===== src/rtl/irq_ctrl.sv =====
// irq_ctrl: single-level interrupt controller sitting between the timer unit
// and the fetch stage. Rising edges on each source set a pending bit; when
// interrupts are enabled the highest-priority pending source is latched and
// a redirect to its vector is requested. The handler returns via mret,
// which redirects fetch back to the saved epc and restores the enable.
//
// Build option: define IRQ_CTRL_EXT_SRC_EN to add the ext_irq source
// (lower priority than the timer, vector IRQ_VECTOR_EXT, cause 2'b10).
// With the macro undefined, only the timer source exists.
//
// All outputs are registered; the FSM state and its outputs update together.
module irq_ctrl #(
    parameter logic [31:0] IRQ_VECTOR_TIMER = 32'h00000100
`ifdef IRQ_CTRL_EXT_SRC_EN
    ,
    parameter logic [31:0] IRQ_VECTOR_EXT   = 32'h00000180
`endif
) (
    input  logic        clk,
    input  logic        reset,
    input  logic        timer_interrupt,
`ifdef IRQ_CTRL_EXT_SRC_EN
    input  logic        ext_irq,
`endif
    input  logic        ie_we,
    input  logic        ie_wdata,
    input  logic [31:0] current_pc,
    input  logic        irq_ack,
    input  logic        mret,
    input  logic        ovr_clr,
    output logic        irq_req,
    output logic [31:0] irq_target,
    output logic        ret_redirect,
    output logic [31:0] epc,
    output logic [1:0]  irq_cause,
    output logic        in_handler,
    output logic        ie,
    output logic        irq_overrun
);

`ifdef IRQ_CTRL_EXT_SRC_EN
    localparam int NSRC = 2;
`else
    localparam int NSRC = 1;
`endif

    // Cause encodings double as the latched-source identifier.
    localparam logic [1:0] CAUSE_NONE  = 2'b00;
    localparam logic [1:0] CAUSE_TIMER = 2'b01;
`ifdef IRQ_CTRL_EXT_SRC_EN
    localparam logic [1:0] CAUSE_EXT   = 2'b10;
`endif

    typedef enum logic [1:0] {
        IDLE    = 2'd0,
        REQ     = 2'd1,
        HANDLER = 2'd2,
        RET     = 2'd3
    } state_t;

    // Source vector: bit 0 is the timer, bit 1 (if present) is external.
    logic [NSRC-1:0] src;
    logic [NSRC-1:0] src_prev_q, src_prev_d;
    logic [NSRC-1:0] pending_q, pending_d;
    logic [NSRC-1:0] edge_det;
    logic [NSRC-1:0] clr_mask;
    logic [NSRC-1:0] ack_mask;

    state_t      state_q, state_d;
    logic [1:0]  sel_q, sel_d;
    logic [1:0]  pick_cause;
    logic [31:0] pick_vec;

    logic        irq_req_q, irq_req_d;
    logic [31:0] irq_target_q, irq_target_d;
    logic        ret_q, ret_d;
    logic [31:0] epc_q, epc_d;
    logic [1:0]  cause_q, cause_d;
    logic        in_handler_q, in_handler_d;
    logic        ie_q, ie_d;
    logic        pie_q, pie_d;
    logic        ovr_q, ovr_d;

    // Gather sources; priority pick and ack-clear mask depend on build.
    always_comb begin
`ifdef IRQ_CTRL_EXT_SRC_EN
        src        = {ext_irq, timer_interrupt};
        pick_cause = pending_q[0] ? CAUSE_TIMER : CAUSE_EXT;
        pick_vec   = pending_q[0] ? IRQ_VECTOR_TIMER : IRQ_VECTOR_EXT;
        ack_mask   = {sel_q == CAUSE_EXT, sel_q == CAUSE_TIMER};
`else
        src        = timer_interrupt;
        pick_cause = CAUSE_TIMER;
        pick_vec   = IRQ_VECTOR_TIMER;
        ack_mask   = 1'b1;
`endif
    end

    // Next-state logic: edge detect, pending/overrun bookkeeping, FSM.
    always_comb begin
        edge_det     = src & ~src_prev_q;
        src_prev_d   = src;
        state_d      = state_q;
        sel_d        = sel_q;
        irq_req_d    = irq_req_q;
        irq_target_d = irq_target_q;
        ret_d        = 1'b0;
        epc_d        = epc_q;
        cause_d      = cause_q;
        in_handler_d = in_handler_q;
        ie_d         = ie_we ? ie_wdata : ie_q;
        pie_d        = pie_q;
        clr_mask     = '0;

        unique case (state_q)
            IDLE: begin
                if (ie_q && (|pending_q)) begin
                    state_d      = REQ;
                    sel_d        = pick_cause;
                    irq_req_d    = 1'b1;
                    irq_target_d = pick_vec;
                end
            end
            REQ: begin
                // Request stays up regardless of ie until fetch accepts it.
                if (irq_ack) begin
                    state_d      = HANDLER;
                    epc_d        = current_pc;
                    cause_d      = sel_q;
                    clr_mask     = ack_mask;
                    pie_d        = ie_q;
                    ie_d         = 1'b0;
                    in_handler_d = 1'b1;
                    irq_req_d    = 1'b0;
                    irq_target_d = 32'h0;
                end
            end
            HANDLER: begin
                if (mret) begin
                    state_d      = RET;
                    ret_d        = 1'b1;
                    irq_target_d = epc_q;
                    in_handler_d = 1'b0;
                end
            end
            RET: begin
                state_d      = IDLE;
                irq_target_d = 32'h0;
                ie_d         = pie_q;
                cause_d      = CAUSE_NONE;
            end
            default: state_d = IDLE;
        endcase

        // A new edge beats the ack-clear so it is never lost.
        pending_d = (pending_q & ~clr_mask) | edge_det;
        // Overrun is sticky; a fresh overrun beats a same-cycle clear.
        ovr_d     = (ovr_q & ~ovr_clr) | (|(edge_det & pending_q));
    end

    // State and registered outputs; synchronous reset clears everything.
    always_ff @(posedge clk) begin
        if (reset) begin
            state_q      <= IDLE;
            sel_q        <= CAUSE_NONE;
            src_prev_q   <= '0;
            pending_q    <= '0;
            irq_req_q    <= 1'b0;
            irq_target_q <= 32'h0;
            ret_q        <= 1'b0;
            epc_q        <= 32'h0;
            cause_q      <= CAUSE_NONE;
            in_handler_q <= 1'b0;
            ie_q         <= 1'b0;
            pie_q        <= 1'b0;
            ovr_q        <= 1'b0;
        end else begin
            state_q      <= state_d;
            sel_q        <= sel_d;
            src_prev_q   <= src_prev_d;
            pending_q    <= pending_d;
            irq_req_q    <= irq_req_d;
            irq_target_q <= irq_target_d;
            ret_q        <= ret_d;
            epc_q        <= epc_d;
            cause_q      <= cause_d;
            in_handler_q <= in_handler_d;
            ie_q         <= ie_d;
            pie_q        <= pie_d;
            ovr_q        <= ovr_d;
        end
    end

    assign irq_req      = irq_req_q;
    assign irq_target   = irq_target_q;
    assign ret_redirect = ret_q;
    assign epc          = epc_q;
    assign irq_cause    = cause_q;
    assign in_handler   = in_handler_q;
    assign ie           = ie_q;
    assign irq_overrun  = ovr_q;

endmodule


===== config.mk =====
export PLATFORM = sky130hd
export DESIGN_NAME = irq_ctrl
export DESIGN_NICKNAME = d
export VERILOG_FILES = /design/src/rtl/irq_ctrl.sv
export SDC_FILE = /design/constraint.sdc
export NUM_CORES = 1
export LEC_CHECK = 0
export CAP_MARGIN = 20
export CORE_ASPECT_RATIO = 0.8
export CORE_UTILIZATION = 40
export CTS_CLUSTER_DIAMETER = 200
export DETAILED_ROUTE_END_ITERATION = 8
export PLACE_DENSITY = 0.75
export SYNTH_ARGS = -nofsm -noshare
export SYNTH_HDL_FRONTEND = slang
export SYNTH_SLANG_ARGS = --single-unit

===== constraint.sdc =====
create_clock -name clk -period 2.3 [get_ports clk]
set_input_delay 0.345 -clock clk [delete_from_list [all_inputs] [get_ports clk]]
set_output_delay 0.345 -clock clk [all_outputs]
set_load 0.005 [all_outputs]

==> flow_summary_export.csv <==
group,metric,value,unit
status,status,"finished, final reports clean",
yosys,yosys_warnings,0,
critical_path,cp-end-kind,"flip-flop",
critical_path,timing.critical_path.arrival,2200,ps
critical_path,reg2reg_slack,380,ps
pwr,ir_drop,0.514,mV
sta,slew_viol_final,0,
pwr,power.leakage,1.49,nW
finish,syn_to_final_growth,42.9,%
worst_hold_path,worstHoldStart,"sel_q[0]",
yosys,ys_types,31,
detailed_routing,wl_met3,668,um
sta,finClkSkew,9.84,ps
clocking,cts_made_buffers,9,
floorplan,coreArea,0.00760,mm2
pwr,power_frac_seq,41.0,%
sta,tns,0,ps
sta,tightest_slew,520,ps
sta,post-route-period-util,83.3,%
pwr,p_sw,1.24,mW
sta,max-slew-margin-rel,65.3,%
critical_path,critPathKind,"reg2reg",
yosys,seq_area_frac_synth,47.2,%
floorplan,initial_core_util,42.4,%
worst_hold_path,hold_depth,2,
place,gp_congestion,0.809,
yosys,async_flop_share,0,%
floorplan,die_w,102,um
global_routing,grt_pass1_wl,13700,um
detailed_routing,drtIter0Drc,120,
yosys,synth_nets,442,
critical_path,rr_startpoint,"state_q[1]",
critical_path,rr_endpoint,"irq_target[12]",
critical_path,cp.required,2580,ps
detailed_routing,finalWirelength,8510,um
detailed_routing,drc,0,
critical_path,slowest_delay,520,ps
critical_path,cp_slowest_cell,"or4_1",
detailed_routing,firstDrtPassIters,5,
sta,setup_violations,0,
clocking,cts_tree,"yes",
place,dp_hpwl,5440,um
sta,min_period,1920,ps
clocking,root_buffer,"clkbuf_8",
finish,fillers,680,
detailed_routing,wl_met1,3850,um
sta,rsz0062_at_grt,"no",
worst_hold_path,min_to,"sel_q[0]",
detailed_routing,drt-wirelength-per-cell,14.3,um
pwr,clkPwrFrac,28.3,%
clocking,htree_levels,3,
place,placedCellCount,580,
critical_path,r2r_cells,6,
yosys,ys_seq_elements,76,
global_routing,grt_pass1_vias,2882,
run,max_cap_viol_count,0,
sta,hold_viol,0,
floorplan,die_area,0.00842,mm2
global_routing,gr-usage-all-layers,21.1,%
detailed_routing,vias,3123,
sta,clock.fmax,0.522,GHz
pwr,switching_share,33.5,%
clocking,clk_pin_slew,80,ps
clocking,insertion_delay,360,ps
finish,multi_input_area,0.00152,mm2
global_routing,grt_overflow,0,
detailed_routing,avgViaCountPerCell,5.23,
finish,layout-drive-gt1-share,6.10,%
finish,layout.nets,532,
critical_path,path_buf_inv,2,
critical_path,start_kind,"flip-flop",
critical_path,worst-path-stages,6,
critical_path,cp_top_family,"simple AND/OR/NAND/NOR gates",
yosys,synthCells,397,
yosys,synth-edff-count,0,
finish,final_cells,597,
clocking,cts_num_sinks,76,
clocking,clockBufferDepth,2,
pwr,power.density,806,mW/mm2
critical_path,path_cells,"inv_1 -> ha_1 -> nor2b_4 -> buf_12 -> or4_1 -> a21oi_1",
floorplan,rows,28,
critical_path,path_max_fanout,65,
yosys,netlist_area,0.00322,mm2
floorplan,die_h,82.3,um
clocking,cts-hold-fix-buffers,0,
global_routing,antenna_found_initial,0,
place,io_buffers,109,
floorplan,num_io_pins,111,
finish,seq_area,0.00152,mm2
finish,diodes,0,
clocking,post_cts_buffers,0,
yosys,syn_avg_cell_area,8.11,um2
clocking,cts_resized,0,
global_routing,grt_max_degree,66,
worst_hold_path,min_path_type,"reg2reg",
yosys,synth_ff_type,"dfxtp_1",
place,pre_cts_ws,-25.4,ps
detailed_routing,wl_met2,3930,um
pwr,p_int,2.47,mW
pwr,p_total,3.71,mW
sta,fin_ws,383,ps
detailed_routing,top_layer_used,"met4",
detailed_routing,antenna_left,0,
pwr,p_comb_share,30.7,%
-- sequential cells by signal (all words and copies together), names as in the netlist --
register      count
sel_q             1
irq_overrun       1
src_prev_q        1
irq_target       32
in_handler        1
ret_redirect      1
irq_req           1
pie_q             1
state_q           2
irq_cause         1
pending_q         1
ie                1
epc              32
-- worst max path at each step --
stage,start,endpoint,slack [ps]
2_1_floorplan,state_q[1],irq_target[29],560
3_3_place_gp,mret,state_q[0],70
3_5_place_dp,mret,state_q[0],-30
4_1_cts,state_q[0],state_q[0],210
5_1_grt,state_q[1],irq_target[0],260
6_report,state_q[1],irq_target[12],380
-- final cells by class --
cell class / count / share of cell area, %
inverters: 4 / 0.326
clock buffers: 12 / 3.37
multi-input cells: 277 / 33.0
repair buffers: 119 / 26.3
well taps: 105 / 2.85
flip-flops and latches: 76 / 33.1
clock inverters: 4 / 1.03
-- tightest hold or removal path: stages, from the launching register on --
cell	delay (ps)
dfxtp_1	310
inv_1	50
a21oi_1	50
-- kinds of logic (layout without fill, tap and decap cells) --
kind of cell | count (synthesis) | count (layout) | share of synthesized area, %
and+or+nand+nor | 154 | 154 | 22.8
AOI/OAI and AO/OA | 117 | 117 | 21.6
DFF | 76 | 76 | 47.2
buffers and inverters | 44 | 139 | 6.25
adders and majority gates | 5 | 5 | 1.94
other | 1 | 1 | 0.116
-- power by group through the flow --
stage | clock network (mW) | registers [mW] | logic [mW]
3_5_place_dp | 0 | 1.55 | 1.13
3_3_place_gp | 0 | 1.55 | 1.10
4_1_cts | 1.07 | 1.52 | 1.14
6_report | 1.05 | 1.52 | 1.14
2_1_floorplan | 0 | 1.54 | 0.671
5_1_grt | 1.12 | 1.54 | 1.27
-- cells in the final DEF (no fill, tap or decap), types with 5 or more instances in the layout --
cell               n
ha_1               5
buf_4              6
nor2_1             6
o31ai_1           32
or4_1             31
a21oi_1           73
nand2_1          100
dfxtp_1           76
clkdlybuf4s50_1  108
clkbuf_8          11
nand2b_1           5
-- Yosys cell counts (2+ instances only) --
cell | count | area (um2)
a21oi_1 | 73 | 365
buf_1 | 2 | 7.51
nand2_1 | 100 | 375
nor2b_1 | 6 | 37.5
nor3_1 | 2 | 10.0
or4_1 | 31 | 233
nor2_1 | 6 | 22.5
buf_2 | 8 | 40.0
o21ai_0 | 3 | 15.0
dfxtp_1 | 76 | 1520
nand2b_1 | 5 | 31.3
inv_1 | 4 | 15.0
ha_1 | 5 | 62.6
o31ai_1 | 32 | 240
clkbuf_1 | 26 | 97.6
buf_6 | 3 | 33.8
-- per-stage QoR --
step,utilization [%],hold slack (ps),area (um2)
2_1_floorplan,-,426,3220
6_report,60.5,453,4600
3_5_place_dp,57.6,441,4380
4_1_cts,60.3,453,4580
3_3_place_gp,57.6,436,4380
5_1_grt,60.5,463,4600
-- layer usage --
layer  global-route usage [%]  up-vias
met1                     25.5     1436
met5                        0        -
met4                     5.57        0
met3                     8.50       10
met2                     34.8      101
li1                         -     1576
Note: power is estimated with default switching activity, not from simulation.
==> patch: new RTL, same settings <==
Reset style: asynchronous (`reset`), changed in one clocked block. Comments in the files are not updated.
--- a/src/rtl/irq_ctrl.sv
+++ b/src/rtl/irq_ctrl.sv
@@ -159,7 +159,7 @@
     end
 
     // State and registered outputs; synchronous reset clears everything.
-    always_ff @(posedge clk) begin
+    always_ff @(posedge clk or posedge reset) begin
         if (reset) begin
             state_q      <= IDLE;
             sel_q        <= CAUSE_NONE;
Formal check against the unedited RTL: differs if reset is asserted again (counterexample within 4 cycles, from zero or initial values and one cycle with reset high); with reset held inactive, the same outputs for 10 cycles.
==> patch against the original RTL <==
- sequential cell count is the same
- routed wire length shrank 21%
- synthesized cell count shrank 36%
- synthesized area shrank 0.82%
- worst setup slack gained 0.012 ns
- cell area grew 0.63%
- critical path type unchanged
- critical endpoint is now irq_target[8]
- highest routed layer unchanged
Power is not compared: it rests on default switching activity, and its combinational part moved more than twofold at a synthesized area within 25%.
==> patch: results (changes against the original RTL) <==
Run status
  • Run status: finished, final reports clean

Synthesis
  • Top post-synthesis cells by count: dfrtp_1 (76), inv_1 (36), mux2_2 (36), nand2_1 (36), mux2i_1 (32)
  • Count of unique library cells instantiated by Yosys: 23 (-26%)
  • Top area cells in the synthesized netlist: dfrtp_1 (60%), mux2_2 (13%), mux2i_1 (10%)
  • Synth warn: 0 (unchanged)
  • Post-synth ARST share: 100% (+100 points)
  • Synth Flop Type: dfrtp_1
  • Post-synth net total: 301 (-32%)
  • Share of the yosys chip area belonging to registers: 59.5% (+12 points)

Layout
  • Layout Nets: 416 (-22%)
  • Count of filler cells inserted in the layout: 659 (-3.1%)
  • Number of antenna cells inserted: 0 (unchanged)
  • Ratio of cells with drive above 1 in the final layout: 15.7% (+9.6 points)

Global routing
  • Maximum number of pins on one net before global-route repair: 77 (+17%)
  • Overall track demand over capacity in global routing: 16.6% (-4.5 points)
  • Initial antenna violation count: 0 (unchanged)
  • Wire length of the first global-routing pass: 10.3 mm (-25%)
  • Via count of the first global-routing pass: 2136 (-26%)

Critical path
  • Worst R2R Path Depth: 5 (-1)
  • Critical path peak fanout: 35 (-46%)
  • Arrival time reported for the critical path endpoint: 2.14 ns (-0.06 ns)
  • Maximum single-stage delay on the critical path: 0.44 ns (-0.08 ns)
  • Slowest stage cell on the critical path: dfrtp_1

Clocking
  • Post-CTS setup repair buffer count: 0 (unchanged)
  • Hold_buf cts: 0 (unchanged)
  • Clock buffers created by TritonCTS: 9 (unchanged)
  • Count of H-tree levels built during CTS: 3 (unchanged)
  • Clock tree buffer depth: 2 (unchanged)
  • Number of cells upsized or downsized after cts: 0 (unchanged)
  • Buffer cell driving the clock tree root: clkbuf_8
  • Insertion delay to the later sink of the worst-skew pair: between 0.3 and 0.4 ns
  • Post-CTS clock slew at the launch and capture registers of the worst setup and hold paths: 0.08 ns (about the same)

Timing
  • Setup-failing EPs final: 0 (unchanged)
  • Worst Skew: 0.00740 ns (-0.00244 ns)
  • Slew Viols, Final: 0 (unchanged)

Hold path
  • Class of the worst hold path: in2async

Drt
  • Violation count after the first detailed-route iteration: 56 (-53%)
  • Via density per instance: 4.58 (-12%)
  • Number of detailed-route iterations in the first pass: 4 (-1)
  • Average wire per cell in the routed design: 14.0 um (-1.9%)

Place
  • GPL Wtd Cong: 0.734 (-9.4%)
  • Worst-case setup slack after placement: 0.232 ns (+0.258 ns)
  • PortBufs: 109 (unchanged)
  • HPWL after detailed placement: 4.66 mm (-14%)

Power and ir drop
  • Leak Pwr: between 0.002 and 0.0025 uW
  • Worst vdd rail ir drop: around 700 uV
patch: cell count changes after synthesis, moves of 32 or more:
cell / delta
nand2_1: -64
dfxtp_1: -76
o31ai_1: -32
inv_1: +32
mux2_2: +36
mux2i_1: +32
a21oi_1: -71
dfrtp_1: +76
patch: layout make-up:
type                            count  share of cell area (%)
Clock buffer                       10                    2.76
Clock inverter                      6                    1.92
Inverter                           36                    2.92
Multi-Input combinational cell    133                    23.4
Sequential cell                    76                    41.1
Tap cell                          105                    2.84
Timing Repair Buffer              115                    25.1
patch: power by group:
group | switching (uW) | internal [uW]
Clock | 489 | 611
Sequential | 439 | 2000
Combinational | 1180 | 1940
patch: cell families after synthesis:
family	count (synthesis)	share of synthesized area, %
other	1	0.117
muxes	68	22.7
buffers and inverters	47	6.50
AOI/OAI and AO/OA	11	2.78
adders and majority gates	5	1.96
and+or+nand+nor	48	6.38
DFF	76	59.5
patch: path summary, 6_finish.rpt:
check                      slack (ns)             end             from
setup / recovery                 0.40   irq_target[8]       state_q[0]
hold / removal                   0.39          epc[1]            reset
setup reg to reg                 0.40   irq_target[8]       state_q[0]
hold reg to reg                  0.48        sel_q[0]         sel_q[0]
max in group asynchronous        1.57  irq_target[27]            reset
min in group clk                 0.46      src_prev_q  timer_interrupt
patch: per-layer routing:
| layer | GRT usage, % | part of all wire [%] | up-vias |
|---|---|---|---|
| li1 | - | - | 1054 |
| met1 | 22.1 | 47 | 1063 |
| met2 | 25.5 | 44 | 80 |
| met3 | 5.45 | 7.5 | 6 |
| met4 | 5.57 | 1.1 | 0 |
| met5 | 0 | 0 | - |
patch: worst max-delay path: cells and delay by family (launching register included):
kind | cells | cell delay, ns
multiplexers | 2 | 0.64
buffers and inverters | 2 | 0.48
flip-flops | 1 | 0.44
adder cells (fa/ha/maj) | 1 | 0.21
patch: per-stage QoR:
| stage | instance area, sq um | total power [uW] | hold WS [ns] | utilization (%) | std cells |
|---|---|---|---|---|---|
| detailed placement | 4410 | 5620 | 0.466 | 58.3 | 465 |
| floorplan | 3190 | 3970 | 0.376 | - | 256 |
| finish | 4630 | 6660 | 0.389 | 61.2 | 481 |
| global route | 4630 | 7100 | 0.438 | 61.2 | 481 |
| global placement | 4410 | 5540 | 0.453 | 58.3 | 465 |
| CTS | 4630 | 6740 | 0.425 | 61.2 | 481 |
